<file path="src/rtl/free_tracker_pkg.sv">
// free_tracker_pkg: configuration constants for the free tracker slice
package free_tracker_pkg;
    localparam int LOCAL_ADDR_BW0     = 8;
    localparam int N_ICFG             = 2;
    localparam int FREE_TRACKER_DEPTH = 8;
    function automatic int icfg_bw(input int n);
        return $clog2(n + 1);
    endfunction
endpackage

</file>
<file path="src/rtl/free_tracker_fifo.sv">
// free_tracker_fifo: in-order {linear, id} storage with wrapping pointers and occupancy count
module free_tracker_fifo #(
    parameter  int LBW   = 8,
    parameter  int IBW   = 2,
    parameter  int DEPTH = 8,
    localparam int AW    = $clog2(DEPTH),
    localparam int CW    = $clog2(DEPTH + 1)
) (
    input  logic           i_clk,
    input  logic           i_rst,
    input  logic           i_push,
    input  logic           i_pop,
    input  logic [LBW-1:0] i_linear,
    input  logic [IBW-1:0] i_id,
    output logic [LBW-1:0] o_head_linear,
    output logic [IBW-1:0] o_head_id,
    output logic [CW-1:0]  o_count,
    output logic           o_full
);
    logic [LBW-1:0] r_linear [DEPTH];
    logic [IBW-1:0] r_id [DEPTH];
    logic [AW-1:0]  r_wp;
    logic [AW-1:0]  r_rp;
    logic [CW-1:0]  r_count;
    // storage, pointers and count; reset clears storage so the head reads zero
    always_ff @(posedge i_clk) begin
        if (i_rst) begin
            for (int i = 0; i < DEPTH; i++) begin
                r_linear[i] <= '0;
                r_id[i]     <= '0;
            end
            r_wp    <= '0;
            r_rp    <= '0;
            r_count <= '0;
        end else begin
            if (i_push) begin
                r_linear[r_wp] <= i_linear;
                r_id[r_wp]     <= i_id;
                r_wp           <= r_wp + AW'(1);
            end
            if (i_pop) r_rp <= r_rp + AW'(1);
            r_count <= r_count + CW'(i_push) - CW'(i_pop);
        end
    end
    assign o_head_linear = r_linear[r_rp];
    assign o_head_id     = r_id[r_rp];
    assign o_count       = r_count;
    assign o_full        = r_count == CW'(DEPTH);
endmodule

</file>
<file path="src/rtl/free_tracker.sv">
// free_tracker: holds granted allocations until drained, then frees them and closes blocks (optional FREE_TRACKER_USAGE_EN adds a usage counter)
module free_tracker
    import free_tracker_pkg::*;
#(
    parameter  int LBW     = LOCAL_ADDR_BW0,
    parameter  int DEPTH   = FREE_TRACKER_DEPTH,
    parameter  int N_ICFG  = free_tracker_pkg::N_ICFG,
    localparam int ICFG_BW = icfg_bw(N_ICFG),
    localparam int CW      = $clog2(DEPTH + 1)
) (
    input  logic               i_clk,
    input  logic               i_rst,
    input  logic               linear_rdy,
    output logic               linear_ack,
    input  logic [LBW-1:0]     i_linear,
    input  logic [ICFG_BW-1:0] i_linear_id,
    input  logic               consume_dval,
    input  logic               blkend_dval,
    output logic               free_dval,
    output logic [ICFG_BW-1:0] o_free_id,
    output logic               blkdone_dval,
    output logic [LBW-1:0]     o_head_linear,
    output logic [ICFG_BW-1:0] o_head_id,
    output logic [CW-1:0]      o_count
`ifdef FREE_TRACKER_USAGE_EN
    ,
    input  logic [LBW:0]       i_sizes [N_ICFG],
    output logic [LBW:0]       o_used
`endif
);
    logic               w_full;
    logic               w_pop;
    logic               w_fire;
    logic               w_pending_nxt;
    logic               r_pending;
    logic               r_free_dval;
    logic [ICFG_BW-1:0] r_free_id;
    logic               r_blkdone_dval;

    free_tracker_fifo #(.LBW(LBW), .IBW(ICFG_BW), .DEPTH(DEPTH)) u_fifo (
        .i_clk         (i_clk),
        .i_rst         (i_rst),
        .i_push        (linear_ack),
        .i_pop         (w_pop),
        .i_linear      (i_linear),
        .i_id          (i_linear_id),
        .o_head_linear (o_head_linear),
        .o_head_id     (o_head_id),
        .o_count       (o_count),
        .o_full        (w_full)
    );

    // accept only when room and no block is waiting to close; close once drained
    always_comb begin
        linear_ack    = linear_rdy && !w_full && !r_pending;
        w_pop         = consume_dval && (o_count != '0);
        w_fire        = r_pending && (o_count == '0);
        w_pending_nxt = w_fire ? blkend_dval : (r_pending | blkend_dval);
    end

    // pending-close flag and the one-cycle release pulses
    always_ff @(posedge i_clk) begin
        if (i_rst) begin
            r_pending      <= 1'b0;
            r_free_dval    <= 1'b0;
            r_free_id      <= '0;
            r_blkdone_dval <= 1'b0;
        end else begin
            r_pending      <= w_pending_nxt;
            r_free_dval    <= w_pop;
            r_free_id      <= w_pop ? o_head_id : r_free_id;
            r_blkdone_dval <= w_fire;
        end
    end

    assign free_dval    = r_free_dval;
    assign o_free_id    = r_free_id;
    assign blkdone_dval = r_blkdone_dval;

`ifdef FREE_TRACKER_USAGE_EN
    logic [LBW:0] w_push_size;
    logic [LBW:0] w_pop_size;
    logic [LBW:0] r_used;
    // size lookups for the pushed id and the head id; unknown ids count as zero
    always_comb begin
        w_push_size = '0;
        w_pop_size  = '0;
        for (int i = 0; i < N_ICFG; i++) begin
            if (i_linear_id == ICFG_BW'(i)) w_push_size = i_sizes[i];
            if (o_head_id == ICFG_BW'(i)) w_pop_size = i_sizes[i];
        end
    end
    // occupied space: grows on accept, shrinks on release, both in one update
    always_ff @(posedge i_clk) begin
        if (i_rst) r_used <= '0;
        else r_used <= r_used + (linear_ack ? w_push_size : '0) - (w_pop ? w_pop_size : '0);
    end
    assign o_used = r_used;
`endif
endmodule
</file>
<file path="config.mk">
export PLATFORM = sky130hd
export DESIGN_NAME = free_tracker
export DESIGN_NICKNAME = d
export VERILOG_FILES = /design/src/rtl/free_tracker_pkg.sv /design/src/rtl/free_tracker_fifo.sv /design/src/rtl/free_tracker.sv
export SDC_FILE = /design/constraint.sdc
export NUM_CORES = 1
export LEC_CHECK = 0
export CORE_MARGIN = 4
export CORE_UTILIZATION = 50
export DETAILED_ROUTE_END_ITERATION = 6
export GPL_TIMING_DRIVEN = 0
export PLACE_DENSITY = 0.76
export SYNTH_ARGS = -nofsm -noshare
export SYNTH_HDL_FRONTEND = slang
export SYNTH_SLANG_ARGS = --single-unit
</file>
<file path="constraint.sdc">
create_clock -name i_clk -period 5.6 [get_ports i_clk]
set_clock_uncertainty 0.15 [all_clocks]
set_input_delay 0.56 -clock i_clk [delete_from_list [all_inputs] [get_ports i_clk]]
set_output_delay 0.56 -clock i_clk [all_outputs]
set_load 0.02 [all_outputs]
</file>
==> summary.md, run 1 <==
| Metric | Value |
|---|---|
| Post-DP HPWL | 6260 µm |
| Peak Freq | 0.308 GHz |
| RSZ-0062 raised after global routing | false |
| Worst-Skew Late Latency | 0.36 ns |
| Sequential-to-total area share from yosys stat | 62.0% |
| Slew headroom | 8.56% |
| Hold Violations, Final | 0 |
| # resized after CTS | 0 |
| GR peak layer | met2 |
| Cell taking the most area after synthesis | edfxtp_1 |
| Share of the synthesized area in the top cell type | 53.9% |
| PortBufs | 33 |
| Crit path required time | 4.89 ns |
| Root buffer cell | clkbuf_8 |
| M3 GR Usage | 3.28% |
| Vias per inst | 5.83 |
| Top cells by count, synth | edfxtp_1, nor2_1, and2_1, dfxtp_1, nand2_1 |
| Vias in the first global route | 2,780 |
| Largest cells by area after synthesis | edfxtp_1, dfxtp_1, mux4_1 |
| Antenna violations before repair | 0 |
| Final min period | 3.25 ns |
| Via Count | 2,791 |
| Drt wl/cell | 20.1 µm |
| Total GRT Usage | 19.3% |
| # DRC | 0 |
| Worst-path clk slew | 0.10 ns |
| Main combinational cell family by area after synthesis | simple AND/OR/NAND/NOR gates |
| FP Rows | 34 |
| 1st-pass router iterations | 5 |
| Post-Synth Simple-Gate Area | 15.3% |
| Synth Cell Area | 4460 µm² |
| Final ANT Viol Nets | 0 |
| Total CTS buffers | 9 |
| Clk buf depth | 2 |
| Die Y-Extent | 102 µm |
| Antenna cells | 0 |
| Cell Pwr Density | 386 nW/µm² |
| Slowest cell on the critical path | clkdlybuf4s50_1 |
| Post-synth EDFFs | 80 |
| Starting Density | 51.1% |
| GR Util met2 | 33.5% |
| Seq cells post-synth | 98 |
| # setup viols final | 0 |
| Setup_tns | 0 ns |
| Setup Buffers After CTS | 0 |
| Worst vdd ir | 0.207 mV |
| Peak per-stage delay on the critical path | 0.54 ns |
| Critical path startpoint category | flop |
| Top FF cell, synth | edfxtp_1 |
| Post-CTS Hold Buffers | 0 |
| Post-synthesis instance total | 322 |
| Syn. warnings | 0 |
| Asr flop ratio synth | 0% |
| Period Utilization, post-route | 58.1% |
| Critical Path Sink Type | output port |
| Largest net degree at the start of global routing | 19 |
| CTS tree | built |
| Slew Viols, Final | 0 |
| Run status | complete, no violations |
| Crit path kind | flop to output port |
| Worst-path fanout max | 10 |
| Fraction of layout instances using a drive strength above 1 | 14.6% |
| Final Wtd Congestion | 0.758 |
| H-tree Lvls | 3 |
| Floorplan core area | 8720 µm² |
| DIE WIDTH | 102 µm |
| P&R area growth vs syn | 14.5% |
| Clk sinks | 98 |
| Area share of fa/ha/maj cells after synthesis | 2.69% |
| Post-synthesis area per instance | 13.8 µm² |
| Syn nets | 346 |
| Critical path arrival | 2.54 ns |
| Post-Route WL | 9610 µm |
| Worst-path cell chain | buf_2 -> buf_2 -> mux4_1 -> mux2_2 -> clkdlybuf4s50_1 |
| 1st-iter DRT viols | 178 |
| Leakage power | 1.89 nW |
| Ports | 34 |
| Mux contribution to synthesized area | 12.6% |
| Tightest Hold Check Type | flop to flop |
| Worst-Margin Slew | 1.36 ns |
| Synth Area in XOR/XNOR | 0.982% |
| Most common cell on crit path | buf_2 |
| Max-cap violations | 0 |
| Final #Nets | 390 |
| Die area | 10,500 µm² |
| Post-route total power | 0.00197 W |
| Synth cell types | 41 |
| M1 GR Usage | 24.7% |
| Most common cell in the netlist | edfxtp_1 |
| GR Overflow Total | 0 |
| Post-synthesis compound-gate area fraction | 3.25% |
| First-pass GRT wire length | 14,700 µm |
cell families after synthesis:
kind of cell	Yosys count
compound gates	21
xor+xnor	5
fa+ha+maj	9
buf+inv	26
flops	98
mux	31
simple gates	132
final timing paths:
kind                startpoint                     to  slack, ns  cells past startpoint
max                       flop       o_head_linear[1]       2.35                      5
min                  r_pending           blkdone_dval       0.36                      1
max reg2reg  u_fifo.o_count[2]  u_fifo.r_linear[7][1]       2.82                      7
min reg2reg          r_pending           blkdone_dval       0.36                      1
sequential cells by signal (all words and copies together), names as in the netlist, named ones only:
signal,cells
blkdone_dval,1
free_dval,1
o_free_id,2
r_pending,1
u_fifo.o_count,4
u_fifo.r_id,16
u_fifo.r_linear,64
u_fifo.r_rp,3
u_fifo.r_wp,3
metal layers:
layer,vias up,wire [µm]
li1,1256,-
met5,-,0
met2,123,4980
met1,1396,3820
met3,16,624
met4,0,187
where the power goes:
group,internal [W],leakage [nW],switching [W]
Clock,0.000170,0.0942,0.000268
Sequential,0.000857,0.978,0.0000328
Combinational,0.000319,0.817,0.000325
critical path: cells and delay by family, from the launching register on:
kind | cells | cell delay, ns
muxes | 2 | 0.63
buffers and inverters | 3 | 1.18
DFF | 1 | 0.37
layout make-up:
type	instances	area, µm²
fillers	658	3610
flip-flops and latches	98	2760
multi-input cells	198	1550
repair buffers	33	330
well taps	108	135
clock buffers	9	124
plain buffers	15	101
clock inverters	7	58.8
inverters	11	41.3
layout by cell type, fill, tap and decap left out, types with 3 or more instances in the layout:
cell type,n
inv_6,3
nor2b_1,4
nor2_1,52
xor2_1,3
clkbuf_8,9
nor3b_2,3
a21oi_1,4
nand2_1,17
edfxtp_1,80
and2_1,40
inv_1,10
clkdlybuf4s50_1,33
mux4_1,10
clkbuf_1,3
o21ai_1,8
mux2i_1,3
buf_2,8
mux2_2,11
nand3_1,3
ha_1,8
dfxtp_1,18
mux4_2,6
per-stage QoR:
step                      utilization, %  hold slack, ns  std cells  instance area (µm²)  setup slack (ns)
after floorplan                        -           0.316        322                 4460              3.09
after global placement              56.5           0.337        463                 4920              2.37
after detailed placement            56.5           0.342        463                 4920              2.36
after CTS                           58.6           0.355        479                 5110              2.32
after global routing                58.6           0.386        479                 5110              2.25
final                               58.6           0.356        479                 5110              2.35
No activity file was read; power rests on OpenSTA's default activity.
==> run 2, diff against run 1 <==
- PLACE_DENSITY: 0.76 -> 0.79
- clock period: 5.6 -> 2.6 ns (I/O delays scaled with it)
==> summary.md, run 2 (synthesis gave the netlist of run 1 again) <==
| Metric | Value |
|---|---|
| Peak per-stage delay on the critical path | 0.66 ns (was 0.54 ns) |
| Largest net degree at the start of global routing | 19 (unchanged) |
| Final #Nets | 390 (unchanged) |
| Final setup margin | 0.101 ns (was 2.35 ns) |
| Ports | 34 (unchanged) |
| DIE WIDTH | 102 µm (unchanged) |
| Drt wl/cell | 19.7 µm (was 20.1 µm) |
| Die Y-Extent | 102 µm (unchanged) |
| Via Count | 2,688 (was 2,791) |
| R2r startpoint | u_fifo.o_count[2] (unchanged) |
| Commonest cells after routing, fill and taps aside | edfxtp_1, nor2_1, and2_1 (unchanged) |
| P&R area growth vs syn | 15.2% (was 14.5%) |
| Post-Route WL | 9460 µm (was 9610 µm) |
| Antenna cells | 0 (unchanged) |
| Cell Pwr Density | 823 nW/µm² (was 386 nW/µm²) |
| FP Rows | 34 (unchanged) |
| Fraction of layout instances using a drive strength above 1 | 19.9% (was 14.6%) |
| Final ANT Viol Nets | 0 (unchanged) |
| Cell family with most CP delay | buffers and inverters (unchanged) |
| Peak Freq | 0.400 GHz |
| 1st-pass router iterations | 4 (was 5) |
| GR Overflow Total | 0 (unchanged) |
| Worst-Skew Late Latency | 0.36 ns (about the same) |
| Die area | 10,500 µm² (unchanged) |
| Final Wtd Congestion | 0.768 (was 0.758) |
| First-pass GRT wire length | 14,600 µm (was 14,700 µm) |
| Starting Density | 51.1% (unchanged) |
| Vias per inst | 5.61 (was 5.83) |
| Root buffer cell | clkbuf_8 (unchanged) |
| Post-route total power | 0.00423 W (was 0.00197 W) |
| Worst-path clk slew | 0.10 ns (about the same) |
| Most common cell after layout, fill and taps aside | edfxtp_1 (unchanged) |
| Largest register by flop count | u_fifo.r_linear (unchanged) |
| Slowest cell on the critical path | clkdlybuf4s50_1 (unchanged) |
| Period Utilization, post-route | 96.1% |
| Worst reg-to-reg setup slack | 0.20 ns (was 2.82 ns) |
| Total GRT Usage | 19.3% (about the same) |
| Tightest Hold Check Type | input pin to flop (was flop to flop) |
| Total CTS buffers | 9 (unchanged) |
| Crit path kind | flop to output port (unchanged) |
| CTS tree | built (unchanged) |
| H-tree Lvls | 3 (unchanged) |
| R2r endpoint | u_fifo.o_count[2] (was u_fifo.r_linear[7][1]) |
| Critical path startpoint category | flop (unchanged) |
| Floorplan core area | 8720 µm² (unchanged) |
| Critical Path Sink Type | output port (unchanged) |
| Worst-Margin Slew | 0.956 ns (was 1.36 ns) |
| Max-cap violations | 0 (unchanged) |
| Setup WS pre-CTS | -0.342 ns (was 2.36 ns) |
| Post-DP HPWL | 6250 µm (was 6260 µm) |
| Worst vdd ir | 0.460 mV (was 0.207 mV) |
| Max FFs per register | 64 (unchanged) |
| Clk sinks | 98 (unchanged) |
| Slew Viols, Final | 0 (unchanged) |
| Worst Reg-to-Reg Cells | 11 (was 7) |
| Vias in the first global route | 2,753 (was 2,780) |
| Hold endpoint | r_pending (was blkdone_dval) |
| Slew headroom | 36.0% (was 8.56%) |
| Worst-path fanout max | 10 (unchanged) |
| Final min period | 2.50 ns |
| Antenna violations before repair | 0 (unchanged) |
| # DRC | 0 (unchanged) |
| Worst-path cell chain | buf_6 -> buf_12 -> mux2i_1 -> a211oi_2 -> clkdlybuf4s50_1 (was buf_2 -> buf_2 -> mux4_1 -> mux2_2 -> clkdlybuf4s50_1) |
| 1st-iter DRT viols | 151 (was 178) |
| Run status | complete, no violations (unchanged) |
| Critical path arrival | 2.09 ns (was 2.54 ns) |
| PortBufs | 33 (unchanged) |
| Clk buf depth | 2 (unchanged) |
| Worst path depth | 5 (unchanged) |
| WHS Path Cells | 3 (was 1) |
| Crit path required time | 2.19 ns (was 4.89 ns) |
| # setup viols final | 0 (unchanged) |
| Leakage power | 1.91 nW (was 1.89 nW) |
| Hold path start | blkend_dval (was r_pending) |
| Hold Violations, Final | 0 (unchanged) |
| Crit path buf inv count | 3 (unchanged) |
-- run 2: changes by cell type in the layout (fill, tap and decap cells not counted), moves of 3 or more --
cell	previous run	this run
clkdlybuf4s50_1	33	23
o21ai_1	8	0
o21ai_2	0	8
clkbuf_2	0	6
buf_2	8	5
buf_4	1	4
-- run 2: where the power goes --
group | switching, W | leakage [nW] | internal (W) | total (W)
clock | 0.000548 | 0.0925 | 0.000365 | 0.000913
combinational | 0.000723 | 0.844 | 0.000672 | 0.00140
sequential | 0.0000729 | 0.978 | 0.00185 | 0.00192
total | 0.00134 | 1.91 | 0.00288 | 0.00423
-- run 2: worst max path at each step --
stage | start | endpoint | slack, ns
final | flop | o_head_id[0] | 0.10
after global routing | u_fifo.o_count[2] | u_fifo.o_count[2] | -0.02
after CTS | flop | o_head_linear[4] | -0.01
after detailed placement | linear_rdy | u_fifo.r_linear[1][0] | -0.34
after global placement | linear_rdy | u_fifo.r_linear[1][5] | -0.32
after floorplan | u_fifo.o_count[2] | u_fifo.o_count[2] | 0.09
-- run 2: cell type report --
type	count	area (µm²)
Buffer	15	118
Clock buffer	9	124
Clock inverter	7	58.8
Fill cell	685	3580
Inverter	11	41.3
Multi-Input combinational cell	198	1600
Sequential cell	98	2760
Tap cell	108	135
Timing Repair Buffer	33	303
-- run 2: layer usage --
metal / GRT usage [%] / up-vias / part of all wire, %
li1: - / 1257 / -
met1: 24.7 / 1330 / 40
met5: 0 / - / 0
met3: 4.44 / 6 / 7.5
met2: 33.4 / 95 / 52
met4: 4.94 / 0 / 0.56
-- run 2: worst register-to-register path, stage by stage, from the launching register on --
cell and delay (ns):
dfxtp_1 0.32, inv_1 0.10, ha_1 0.17, nor3b_4 0.31, nor2_4 0.09, ha_1 0.28, inv_1 0.06, ha_1 0.16
inv_1 0.06, fa_1 0.37, xor2_1 0.16, nor2_1 0.05
-- run 2: stage by stage --
step / utilization, % / hold WS (ns) / setup TNS, ns / std cells / area [µm²]
6_report: 58.9 / 0.342 / 0 / 479 / 5140
5_1_grt: 58.9 / 0.351 / -0.0174 / 479 / 5140
4_1_cts: 59.1 / 0.331 / -0.0118 / 479 / 5150
3_5_place_dp: 56.5 / 0.351 / -18.77 / 463 / 4920
3_3_place_gp: 56.5 / 0.338 / -16.15 / 463 / 4920
2_1_floorplan: - / 0.179 / 0 / 322 / 4460
-- run 2: what timing repair did --
item,CTS,global route
resized for setup,28,16
buffers inserted,0,0
hold buffers,0,0
endpoints found under the setup margin,77,11
hold endpoints to repair,0,0
